<file path="src/rtl/nand_share_arbiter_pkg.sv">
// Shared types and helpers for the shared NAND-cell arbiter family.
// Latency: none (types and constant/combinational functions only).
// Backpressure: not applicable.
package nand_share_pkg;

  // Top-level sequencing of one shared-cell operation.
  typedef enum logic [1:0] {
    IDLE   = 2'd0,
    SETTLE = 2'd1,
    RESP   = 2'd2
  } state_t;

  // Largest requester count the round-robin helper can search.
  localparam int RR_MAX_REQ = 32;

  // Default settle time and the matching settle-counter width.
  localparam int SETTLE_CYCLES_DEF = 2;
  localparam int SETTLE_CNT_W      = $clog2(SETTLE_CYCLES_DEF + 1);

  // Counter width for an arbitrary settle time. The counter is loaded with
  // settle-1, so the width is a little generous.
  function automatic int settle_cnt_w(input int settle);
    return (settle < 1) ? 1 : $clog2(settle + 1);
  endfunction

  // Round-robin winner: first set bit of valid at or above ptr, wrapping at num.
  // Returns -1 when no bit below num is set. The loop walks offsets downward so
  // the smallest offset from ptr is written last and wins.
  function automatic int rr_pick(input logic [RR_MAX_REQ-1:0] valid,
                                 input int num,
                                 input int ptr);
    int idx;
    int win;
    win = -1;
    for (int k = RR_MAX_REQ - 1; k >= 0; k--) begin
      if (k < num) begin
        idx = ptr + k;
        if (idx >= num) idx = idx - num;
        if (valid[idx]) win = idx;
      end
    end
    return win;
  endfunction

endpackage

</file>
<file path="src/rtl/nand_share_arbiter_rr.sv">
// One-hot round-robin picker: first requester at or above ptr, with wrap.
// Latency: purely combinational, zero cycles.
// Backpressure: none; the caller decides whether the grant is consumed.
module rr_arbiter
  import nand_share_pkg::*;
#(
  parameter int N   = 4,
  parameter int IDW = $clog2(N)
) (
  input  logic [N-1:0]   i_req,
  input  logic [IDW-1:0] i_ptr,
  output logic [N-1:0]   o_gnt,
  output logic [IDW-1:0] o_idx,
  output logic           o_any
);

  int w_pick;

  // Search from the pointer upward and convert the winner to index + one-hot.
  always_comb begin
    w_pick = rr_pick(RR_MAX_REQ'(i_req), N, int'(i_ptr));
    o_any  = (w_pick >= 0);
    o_idx  = '0;
    o_gnt  = '0;
    if (o_any) begin
      o_idx        = w_pick[IDW-1:0];
      o_gnt[o_idx] = 1'b1;
    end
  end

endmodule

</file>
<file path="src/rtl/nand_share_arbiter.sv">
// Time-shares one NAND cell between NUM_REQ requesters, round-robin order.
// Latency: grant in cycle T gives rsp_valid from T+SETTLE_CYCLES+1.
// Backpressure: result held until rsp_ready; no new grant until back in IDLE.
module nand_share_arbiter
  import nand_share_pkg::*;
#(
  parameter int NUM_REQ       = 4,
  parameter int SETTLE_CYCLES = 2,
  parameter int ID_W          = $clog2(NUM_REQ)
) (
  input  logic               clk,
  input  logic               rst_n,
  input  logic [NUM_REQ-1:0] req_valid,
  input  logic [NUM_REQ-1:0] req_a,
  input  logic [NUM_REQ-1:0] req_b,
  output logic [NUM_REQ-1:0] req_ready,
  output logic               cell_a,
  output logic               cell_b,
  input  logic               cell_y,
  output logic               rsp_valid,
  input  logic               rsp_ready,
  output logic [ID_W-1:0]    rsp_id,
  output logic               rsp_y,
  output logic               busy
);

  localparam int                CNT_W    = settle_cnt_w(SETTLE_CYCLES);
  localparam logic [CNT_W-1:0]  CNT_LOAD = CNT_W'(SETTLE_CYCLES - 1);
  localparam logic [ID_W-1:0]   LAST_ID  = ID_W'(NUM_REQ - 1);

  state_t            r_state;
  logic [CNT_W-1:0]  r_cnt;
  logic [ID_W-1:0]   r_ptr;
  logic              r_cell_a;
  logic              r_cell_b;
  logic              r_rsp_valid;
  logic [ID_W-1:0]   r_rsp_id;
  logic              r_rsp_y;

  logic [NUM_REQ-1:0] w_gnt;
  logic [ID_W-1:0]    w_idx;
  logic               w_any;

  rr_arbiter #(
    .N   (NUM_REQ),
    .IDW (ID_W)
  ) u_rr (
    .i_req (req_valid),
    .i_ptr (r_ptr),
    .o_gnt (w_gnt),
    .o_idx (w_idx),
    .o_any (w_any)
  );

  // A grant is only offered while idle, so req_ready doubles as the accept.
  assign req_ready = (r_state == IDLE) ? w_gnt : '0;
  assign busy      = (r_state != IDLE);
  assign cell_a    = r_cell_a;
  assign cell_b    = r_cell_b;
  assign rsp_valid = r_rsp_valid;
  assign rsp_id    = r_rsp_id;
  assign rsp_y     = r_rsp_y;

  // Operation sequencer: capture operands, hold them while the cell settles,
  // sample the cell once at the end, then hold the result until consumed.
  always_ff @(posedge clk or negedge rst_n) begin
    if (!rst_n) begin
      r_state     <= IDLE;
      r_cnt       <= '0;
      r_ptr       <= '0;
      r_cell_a    <= 1'b0;
      r_cell_b    <= 1'b0;
      r_rsp_valid <= 1'b0;
      r_rsp_id    <= '0;
      r_rsp_y     <= 1'b0;
    end else begin
      case (r_state)
        IDLE: begin
          if (w_any) begin
            r_cell_a <= req_a[w_idx];
            r_cell_b <= req_b[w_idx];
            r_rsp_id <= w_idx;
            r_cnt    <= CNT_LOAD;
            r_ptr    <= (w_idx == LAST_ID) ? '0 : w_idx + 1'b1;
            r_state  <= SETTLE;
          end
        end
        SETTLE: begin
          // cell_y is only looked at here, in the final settle cycle.
          if (r_cnt != '0) begin
            r_cnt <= r_cnt - 1'b1;
          end else begin
            r_rsp_y     <= cell_y;
            r_rsp_valid <= 1'b1;
            r_state     <= RESP;
          end
        end
        RESP: begin
          // Cell inputs deliberately keep their last value here.
          if (rsp_ready) begin
            r_rsp_valid <= 1'b0;
            r_state     <= IDLE;
          end
        end
        default: begin
          r_state <= IDLE;
        end
      endcase
    end
  end

endmodule

</file>
<file path="config.mk">
export PLATFORM = sky130hd
export DESIGN_NAME = nand_share_arbiter
export DESIGN_NICKNAME = d
export VERILOG_FILES = /design/src/rtl/nand_share_arbiter_pkg.sv /design/src/rtl/nand_share_arbiter_rr.sv /design/src/rtl/nand_share_arbiter.sv
export SDC_FILE = /design/constraint.sdc
export NUM_CORES = 1
export LEC_CHECK = 0
export BUFFER_PORTS_ARGS = -buffer_cell sky130_fd_sc_hd__buf_2
export CORE_ASPECT_RATIO = 0.75
export CORE_MARGIN = 2
export CORE_UTILIZATION = 51
export DETAILED_ROUTE_END_ITERATION = 12
export PLACE_DENSITY = 0.78
export RECOVER_POWER = 25
export SETUP_SLACK_MARGIN = 0.3
export SYNTH_ARGS = -nofsm -noshare
export SYNTH_HDL_FRONTEND = slang
export SYNTH_HIERARCHICAL = 1
export SYNTH_SLANG_ARGS = --single-unit
</file>
<file path="constraint.sdc">
create_clock -name clk -period 3.3 [get_ports clk]
set_input_delay 0 -clock clk [delete_from_list [all_inputs] [get_ports clk]]
set_output_delay 0 -clock clk [all_outputs]
set_load 0.05 [all_outputs]
</file>
# After elaboration in Yosys (flattened, before gate mapping)

Cells that the tools add are included.
W data, S select, Z words.

Register bits after elaboration: 12
Bits in latches: 0
Bits in writable memories: 0
Memory bits (read-only): 0
Input bits: 16
Word-level logic and storage cells: 87
Memories: 0

$add $sub $neg: 9
Multipliers: 0
Divide/modulo/power cells: 0
$lt $le $gt $ge: 12
Equality and inequality tests: 7
Shift-type cells: 0
Multiplexer cells: 39
Bitwise logic cells: 1
Reductions and logical operators: 11

Operators by type and width:

| operator                | number |
|---|---|
| $mux W32                | 8 |
| $lt A32 B7 Y1 const B   | 4 |
| $ge A32 B4 Y1 const B   | 3 |
| $sub A32 B4 Y32 const B | 3 |
| $ge A32 B1 Y1 const B   | 1 |
| $bmux W1 S5             | 4 |
| $mux W1                 | 13 |
| $mux W2                 | 6 |
| $reduce_and A3 Y1       | 3 |
| $mux W4                 | 2 |
| $reduce_bool A2 Y1      | 4 |
| $add A2 B2 Y3 const B   | 2 |
| $lt A2 B3 Y1 const B    | 2 |
| $ne A2 B2 Y1 const B    | 3 |
| $pmux W2 S3             | 1 |
| $bmux W1 S2             | 2 |
| $eq A2 B2 Y1 const B    | 2 |
| $pmux W2 S2             | 1 |
| $reduce_and A2 Y1       | 2 |
| $sub A2 B3 Y4 const B   | 1 |
| $add A2 B1 Y3 const B   | 1 |
| $ge A2 B3 Y1 const B    | 1 |
| $add A2 B1 Y2 const B   | 1 |
| $demux W1 S2            | 1 |
| 8 further kinds         | 8 |

# Depth between registers and ports, before layout

Gate-level depths: netlist of the first run.

Depth after elaboration: 16
Gate-level depth with buffers: 10
Mapped depth without buffers: 9

# Modules after synthesis

Netlist of the first run, hierarchy kept.

Modules (own cells, without submodules):

| module             | times used | cells each | area each (sq um) |
|---|---|---|---|
| nand_share_arbiter | 1          | 53         | 645.6 |
| rr_arbiter         | 1          | 43         | 347.8 |

# Worst setup path before layout of the first run

OpenSTA, ideal clock, no wires.

Path type: reg-to-reg
Start point: register r_ptr[0]
End point: register r_cell_a (netlist: cell_a)
Setup time: 0.125 ns
Data arrival time: 2.713 ns
Data required time: 3.175 ns
Setup slack: 0.462 ns
Cell stages (with the launch flop): 11
Buffers on the path: 1
Period minus slack after synthesis: 2.838 ns
Path through: dfrtp_1 > buf_6 > inv_1 > ha_1 > a21boi_0 > a22o_2 > a211o_2 > a22oi_1 > inv_1 > mux4_2 > mux2_4

Word-level cells in the longest chain between the ends: 14

RTL lines:

| what                                                    | line                         | source |
|---|---|---|
| from (decl)                                             | nand_share_arbiter.sv:33     | `logic [ID_W-1:0] r_ptr;` |
| from (signal assigned)                                  | nand_share_arbiter.sv:84     | `r_ptr <= (w_idx == LAST_ID) ? '0 : w_idx + 1'b1;` |
| $add A2 B2 Y3                                           | nand_share_arbiter_pkg.sv:37 | `idx = ptr + k;` |
| $sub A32 B4 Y32 / $ge A32 B4 Y1 (equally long branches) | nand_share_arbiter_pkg.sv:38 | `if (idx >= num) idx = idx - num;` |
| $mux W32                                                | nand_share_arbiter_pkg.sv:38 |  |
| $bmux W1 S5                                             | nand_share_arbiter_pkg.sv:39 | `if (valid[idx]) win = idx;` |
| $mux W1 (implied by the code) (2 in series)             | nand_share_arbiter_pkg.sv:39 |  |
| $mux W32 (3 in series)                                  | nand_share_arbiter_pkg.sv:39 |  |
| $mux W32 *                                              | nand_share_arbiter_pkg.sv:39 |  |
| $ge A32 B1 Y1                                           | nand_share_arbiter_rr.sv:22  | `o_any = (w_pick >= 0);` |
| $mux W2 *                                               | nand_share_arbiter_rr.sv:25  | `if (o_any) begin` |
| net w_idx[0]                                            | nand_share_arbiter.sv:41     | `logic [ID_W-1:0] w_idx;` |
| $bmux W1 S2 *                                           | nand_share_arbiter.sv:80     | `r_cell_a <= req_a[w_idx];` |
| $mux W1 (implied by the code) *                         | nand_share_arbiter.sv:80     |  |
| to (signal assigned)                                    | nand_share_arbiter.sv:80     |  |
| to (decl)                                               | nand_share_arbiter.sv:34     | `logic r_cell_a;` |

Mark *: on every way through the listed nets, which the timed path passes. The rest lies on a longest branch. The select of a mux whose other input is x is not followed.
A chain may end at the register's enable or synchronous reset.

# Final worst setup path of the first run

Start point: register r_ptr[0]
End point: register r_cell_b (netlist: cell_b)

Word-level cells in the longest chain between the ends: 14

RTL lines:

| what                                                    | line                         | source |
|---|---|---|
| $add A2 B2 Y3                                           | nand_share_arbiter_pkg.sv:37 |  |
| $sub A32 B4 Y32 / $ge A32 B4 Y1 (equally long branches) | nand_share_arbiter_pkg.sv:38 |  |
| $mux W32                                                | nand_share_arbiter_pkg.sv:38 |  |
| $bmux W1 S5                                             | nand_share_arbiter_pkg.sv:39 |  |
| $mux W1 (implied by the code) (2 in series)             | nand_share_arbiter_pkg.sv:39 |  |
| $mux W32 (3 in series)                                  | nand_share_arbiter_pkg.sv:39 |  |
| $mux W32 *                                              | nand_share_arbiter_pkg.sv:39 |  |
| $ge A32 B1 Y1                                           | nand_share_arbiter_rr.sv:22  |  |
| $mux W2 *                                               | nand_share_arbiter_rr.sv:25  |  |
| net w_idx[0]                                            | nand_share_arbiter.sv:41     |  |
| $bmux W1 S2 *                                           | nand_share_arbiter.sv:81     | `r_cell_b <= req_b[w_idx];` |
| $mux W1 (implied by the code) *                         | nand_share_arbiter.sv:81     |  |
| to (signal assigned)                                    | nand_share_arbiter.sv:81     |  |
| to (decl)                                               | nand_share_arbiter.sv:35     | `logic r_cell_b;` |

Marked as above.

==> results of run 1 <==
[path summary, 6_finish.rpt]
path | start | to | slack, ns
max | r_ptr[0] | cell_b | 0.50
min | req_a[2] | cell_a | 0.17
min reg2reg | rsp_y | rsp_y | 0.51
min in group asynchronous | rst_n | r_cnt[1] | 0.26
max in group asynchronous | rst_n | r_ptr[1] | 2.62
max reg2reg | r_ptr[0] | cell_b | 0.50
[critical path, cell delays in order (launching register included)]
cell      delay, ns
dfrtp_1        0.41
inv_1          0.11
ha_1           0.35
a21boi_0       0.17
a22o_2         0.30
a211o_2        0.31
a22oi_2        0.22
inv_2          0.11
mux4_2         0.43
mux2_4         0.27
[cell usage in the layout, fill, tap and decap left out, drive strengths merged, types with 2 or more instances in the layout]
master	synthesis	final
clkbuf	0	5
dfrtp	12	12
buf	3	27
mux2i	2	2
nor2	9	9
a22oi	4	4
nand2b	2	2
a21oi	4	4
o21ai	3	3
ha	8	8
dlygate4sd3	0	3
mux4	2	2
a22o	2	2
nand2	3	3
mux2	12	12
inv	7	7
and2	6	6
nor2b	3	3
[kinds of logic after synthesis]
logic type	Yosys count
mux	16
buf+inv	10
compound gates	20
fa+ha+maj	8
simple gates	30
flops	12
[layer usage]
metal | share of wire | up-vias | track usage
li1 | - | 410 | -
met1 | 0.46 | 388 | 0.276
met2 | 0.46 | 35 | 0.310
met3 | 0.063 | 5 | 0.0643
met4 | 0.013 | 0 | 0.0878
met5 | 0 | - | 0
[registers in the layout, summed over array words and instances (netlist names)]
register / cells
r_cnt: 2
cell_b: 1
r_state: 2
rsp_y: 1
r_ptr: 2
rsp_id: 2
cell_a: 1
rsp_valid: 1
[what timing repair did]
item	4_1_cts	5_1_grt
resized for setup	0	3
setup endpoints to repair	0	2
endpoints found under the hold margin	14	0
hold buffers	3	0
setup buffers	0	0
[final cells by class]
| type | count | area share |
|---|---|---|
| sequential | 12 | 0.247 |
| timing repair buffer | 31 | 0.143 |
| clock buffer | 4 | 0.0298 |
| tap | 22 | 0.0226 |
| inverter | 7 | 0.0216 |
| multi-input combinational | 74 | 0.536 |
[metrics by stage]
stage,area [µm²],hold slack [ns],cells,setup WS (ns)
2_1_floorplan,993,-0.296,96,0.462
3_3_place_gp,1140,-0.115,143,0.505
3_5_place_dp,1140,-0.107,143,0.394
4_1_cts,1200,0.128,150,0.387
5_1_grt,1220,0.174,150,0.364
6_report,1220,0.169,150,0.503
==> impl_summary.txt, run 1 <==
----------------------------------------------------
[Critical path]
  Largest driver fanout on the critical path ... 5
  Worst Setup Start Kind ... flip-flop
  Critical path class ... flip-flop to flip-flop
  Kind of end point of the critical path ... flip-flop
  Required time of the critical path ... around 3.5 ns
  Worst r2r path cells ... 9
  Data arrival time at the worst-slack endpoint ... ~3.0 ns

[Floorplan]
  Die area ... 0.00232 mm²
  Core Rows ... 13
  Initial core utilization ... 0.555
  Height of the die ... 42.2 µm
  Ports ... 27
  Placeable core region ... around 0.0018 mm²
  Die X ... 55.0 µm

[Synthesis]
  Fraction of synthesized area in multiplexers ... 0.224
  Synth top cells by count ... dfrtp_1, nor2_1, ha_1
  Library cell with the highest instance count after synthesis ... dfrtp_1
  Average size of a mapped cell ... around 10 µm²
  Post-synthesis share of cell area spent on xor and xnor gates ... 0
  Number of enable-type register cells in the synthesized netlist ... 0
  Register bit total from synthesis ... 12
  Post-synthesis compound-gate area fraction ... 0.142
  Most used DFF post-synth ... dfrtp_1
  Adder-cell share of the synthesized area ... 0.101
  Number of unique standard cell types used by synthesis ... 33
  Largest family of logic cells by synthesized area ... multiplexers
  Area share of the largest cell type after synthesis ... 0.302
  Cells after synthesis ... 96
  Syn_nets ... 120
  Share of flip-flops with an asynchronous set or reset ... 1.00
  Summed instance area of the synthesized netlist ... 993 µm²
  Sequential-to-total area share from yosys stat ... 0.302
  YS warnings ... 6
  Synthesized-area fraction occupied by and/or/nand/nor cells ... 0.176
  Cell accounting for the most synthesized area ... dfrtp_1
  Most area-consuming cells after synthesis ... dfrtp_1, ha_1, mux2_4

[Drt]
  WL/cell ... ~14 µm
  TritonRoute pass-1 iters ... 4
  Vias per inst ... 5.59
  Number of violations reported at the end of detailed-routing iteration 0 ... 20
  Post-detailed-route count of antenna-violating nets ... 0
  Post-Route WL ... approximately 2100 µm
  Via count of the routed design ... 838
  Number of remaining DRC errors ... 0

[STA]
  RSZ-0062 raised after global routing ... no
  Setup TNS Final ... 0 ns
  Clock tree skew after final layout ... around 0.0019 ns
  Worst rel slew slack ... 0.565
  Count of endpoints failing setup in the final report ... 0
  Fmax ... roughly 360 MHz
  Hold Fails Final Rpt ... 0
  Min cycle time layout ... ~2.8 ns
  Final count of pins violating max slew ... 0
  Slew at the pin with the worst max-slew slack ... about 0.65 ns
  Final critical-path share of the clock period ... 0.848

[GRT]
  Pin count of the biggest net entering global routing ... 13
  Final global-route overflow total ... 0
  Number of global-route vias before repair ... 776
  Global-route wire length before repair ... roughly 3500 µm
  Antenna violations before repair ... 0
  GRT Overall Usage ... 0.209

[Run status]
  Status ... completed

[Place]
  Total half-perimeter wirelength after legalization and detailed placement ... approximately 1600 µm
  Count of port buffers added during placement ... 26
  Routability cong. ... between 0.8 and 0.9

[Min path]
  Type of the tightest min-delay check ... primary input to flip-flop
  Count of cells along the worst hold path ... 3

[CTS]
  Clock insertion delay at the later pin of the skew report ... about 0.27 ns
  Number of CTS-inserted buffers ... 3
  Clock tree sinks ... 12
  Clk pin slew, worst setup/hold paths ... about 0.07 ns
  Clock Path Buffers ... 2
  CTS tree ... yes
  Root buf cell ... clkbuf_4
  H-Tree Depth ... 1

[Final layout]
  ANT cells ... 0
  Core utilization of the finished layout ... 0.680
  Fraction of layout cells with a size suffix above 1 ... 0.422
  Fillers ... 140
  Footprint of the multi-input gates ... ~650 µm²
  Final nets ... around 150
  Relative area change from synthesis to final layout ... 22.4%
  Flip-flop and latch area ... approximately 300 µm²

[Flow run]
  Max Cap Viol ... 0

----------------------------------------------------
Power of run 1 is not shown: default switching activity piles up to over one toggle a cycle in this logic, so the estimate is an artifact.
==> run 2, diff against run 1 <==
clock period = 2.9 ns   (was 3.3 ns; I/O delays follow)
==> impl_summary.txt, run 2 (synthesis gave the netlist of run 1 again) <==
----------------------------------------------------
[Run status]
  Status ... completed (unchanged)

[GRT]
  Antenna violations before repair ... 0 (unchanged)
  Top Usage Layer GRT ... met2 (unchanged)
  Global-route wire length before repair ... 4070 µm (was 3450 µm)
  Pin count of the biggest net entering global routing ... 13 (unchanged)
  GR Layer Usage met1 ... 0.349 (was 0.276)
  Final global-route overflow total ... 0 (unchanged)
  GRT Overall Usage ... 0.253 (was 0.209)
  Number of global-route vias before repair ... 876 (was 776)
  Met3 Resource Use GR ... 0.0893 (was 0.0643)
  Met2 layer usage reported by global route ... 0.355 (was 0.310)

[Drt]
  WL/cell ... 17.3 µm (was 14.0 µm)
  TritonRoute pass-1 iters ... 4 (unchanged)
  Number of remaining DRC errors ... 0 (unchanged)
  Number of violations reported at the end of detailed-routing iteration 0 ... 16 (was 20)
  Vias per inst ... 5.91 (was 5.59)
  Post-detailed-route count of antenna-violating nets ... 0 (unchanged)
  Via count of the routed design ... 939 (was 838)
  Post-Route WL ... 2750 µm (was 2100 µm)

[STA]
  Final count of pins violating max slew ... 0 (unchanged)
  Min cycle time layout ... 2.69 ns (was 2.80 ns)
  RSZ-0062 raised after global routing ... yes (was no)
  Final critical-path share of the clock period ... 0.926 (was 0.848)
  Slew at the pin with the worst max-slew slack ... 0.660 ns (was 0.653 ns)
  Count of endpoints failing setup in the final report ... 0 (unchanged)
  Setup TNS Final ... 0 ns (unchanged)
  Fmax ... 372 MHz (was 358 MHz)
  Clock tree skew after final layout ... 0.00866 ns (was 0.00188 ns)
  Hold Fails Final Rpt ... 0 (unchanged)
  Worst rel slew slack ... 0.560 (was 0.565)

[Floorplan]
  Die area ... 0.00232 mm² (unchanged)
  Height of the die ... 42.2 µm (unchanged)
  Initial core utilization ... 0.555 (unchanged)
  Ports ... 27 (unchanged)
  Die X ... 55.0 µm (unchanged)
  Placeable core region ... 0.00179 mm² (unchanged)
  Core Rows ... 13 (unchanged)

[Final layout]
  ANT cells ... 0 (unchanged)
  Fraction of layout cells with a size suffix above 1 ... 0.584 (was 0.422)
  Final nets ... 163 (was 153)
  Footprint of the multi-input gates ... 768 µm² (was 652 µm²)
  Commonest non-fill, non-tap cells in the layout ... buf_2, dfrtp_1, buf_4 (was buf_2, dfrtp_1, nor2_1)
  Relative area change from synthesis to final layout ... 43.5% (was 22.4%)
  Flip-flop and latch area ... 303 µm² (was 300 µm²)
  Final Cell Area ... 0.00143 mm² (was 0.00122 mm²)
  Most common cell after layout, fill and taps aside ... buf_2 (unchanged)
  Fillers ... 110 (was 140)

[CTS]
  Clk pin slew, worst setup/hold paths ... 0.08 ns (was 0.07 ns)
  Clock tree sinks ... 12 (unchanged)
  H-Tree Depth ... 1 (unchanged)
  Clock Path Buffers ... 2 (unchanged)
  Root buf cell ... clkbuf_4 (unchanged)
  Clock insertion delay at the later pin of the skew report ... 0.29 ns (was 0.27 ns)
  Number of CTS-inserted buffers ... 3 (unchanged)
  CTS tree ... yes (unchanged)

[Critical path]
  Worst Setup Start Kind ... flip-flop (unchanged)
  R2R setup slack ... 0.21 ns (was 0.50 ns)
  Data arrival time at the worst-slack endpoint ... 2.87 ns (was 2.96 ns)
  Worst r2r path cells ... 8 (was 9)
  Largest driver fanout on the critical path ... 8 (was 5)
  Required time of the critical path ... 3.09 ns (was 3.46 ns)
  Reg2Reg Launch Point ... r_ptr[0] (unchanged)
  Worst R2R End ... cell_b (unchanged)
  Critical path class ... flip-flop to flip-flop (unchanged)
  Kind of end point of the critical path ... flip-flop (unchanged)

[Min path]
  Hold path start ... req_a[3] (was req_a[2])
  Endpoint, Worst Hold ... cell_a (unchanged)
  Type of the tightest min-delay check ... primary input to flip-flop (unchanged)
  Count of cells along the worst hold path ... 3 (unchanged)

[Place]
  Routability cong. ... 0.878 (was 0.823)
  Total placed instance area ... 0.00116 mm² (was 0.00114 mm²)
  Count of port buffers added during placement ... 26 (unchanged)
  Total half-perimeter wirelength after legalization and detailed placement ... 1660 µm (was 1580 µm)

[Flow run]
  Max Cap Viol ... 0 (unchanged)

----------------------------------------------------
run 2: per-stage QoR:
step | worst slack, ns | utilization | hold slack, ns | std cells
global route | 0.162 | 0.797 | 0.157 | 159
floorplan | 0.309 | - | -0.296 | 96
global placement | 0.0455 | 0.648 | -0.109 | 143
finish | 0.214 | 0.797 | 0.160 | 159
CTS | 0.253 | 0.731 | 0.122 | 156
detailed placement | -0.0750 | 0.648 | -0.105 | 143
run 2: worst max path at each step:
stage / startpoint / to / slack, ns
2_1_floorplan: r_ptr[0] / cell_a / 0.31
3_3_place_gp: r_ptr[0] / cell_b / 0.05
3_5_place_dp: r_ptr[0] / cell_b / -0.07
4_1_cts: r_ptr[0] / cell_b / 0.25
5_1_grt: r_ptr[0] / cell_a / 0.16
6_report: r_ptr[0] / cell_b / 0.21
run 2: repair_timing:
action,4_1_cts,5_1_grt
gates resized for setup,14,24
hold buffers,3,0
pin swaps,3,4
endpoints found under the hold margin,14,0
setup buffers,7,3
setup endpoints to repair,10,9
run 2: cell type report:
class | count | share of cell area
sequential | 12 | 0.212
inverter | 7 | 0.0202
timing repair buffer | 41 | 0.193
tap | 22 | 0.0193
multi-input combinational | 74 | 0.539
clock buffer | 3 | 0.0158
run 2: per-layer routing:
layer | share of wire | vias to the layer above | routed length, µm
li1 | - | 432 | -
met1 | 0.46 | 466 | 1260
met4 | 0.0076 | 0 | 21
met5 | 0 | - | 0
met3 | 0.063 | 4 | 172
met2 | 0.47 | 37 | 1300
run 2: critical path, cell delays in order (launching register included):
cell	delay [ns]
dfrtp_2	0.53
buf_6	0.16
mux2_2	0.38
mux2_2	0.31
o22ai_1	0.18
o31a_2	0.25
and2_4	0.19
mux4_2	0.30
mux2_4	0.27
Power of run 2 is left out for the same reason.
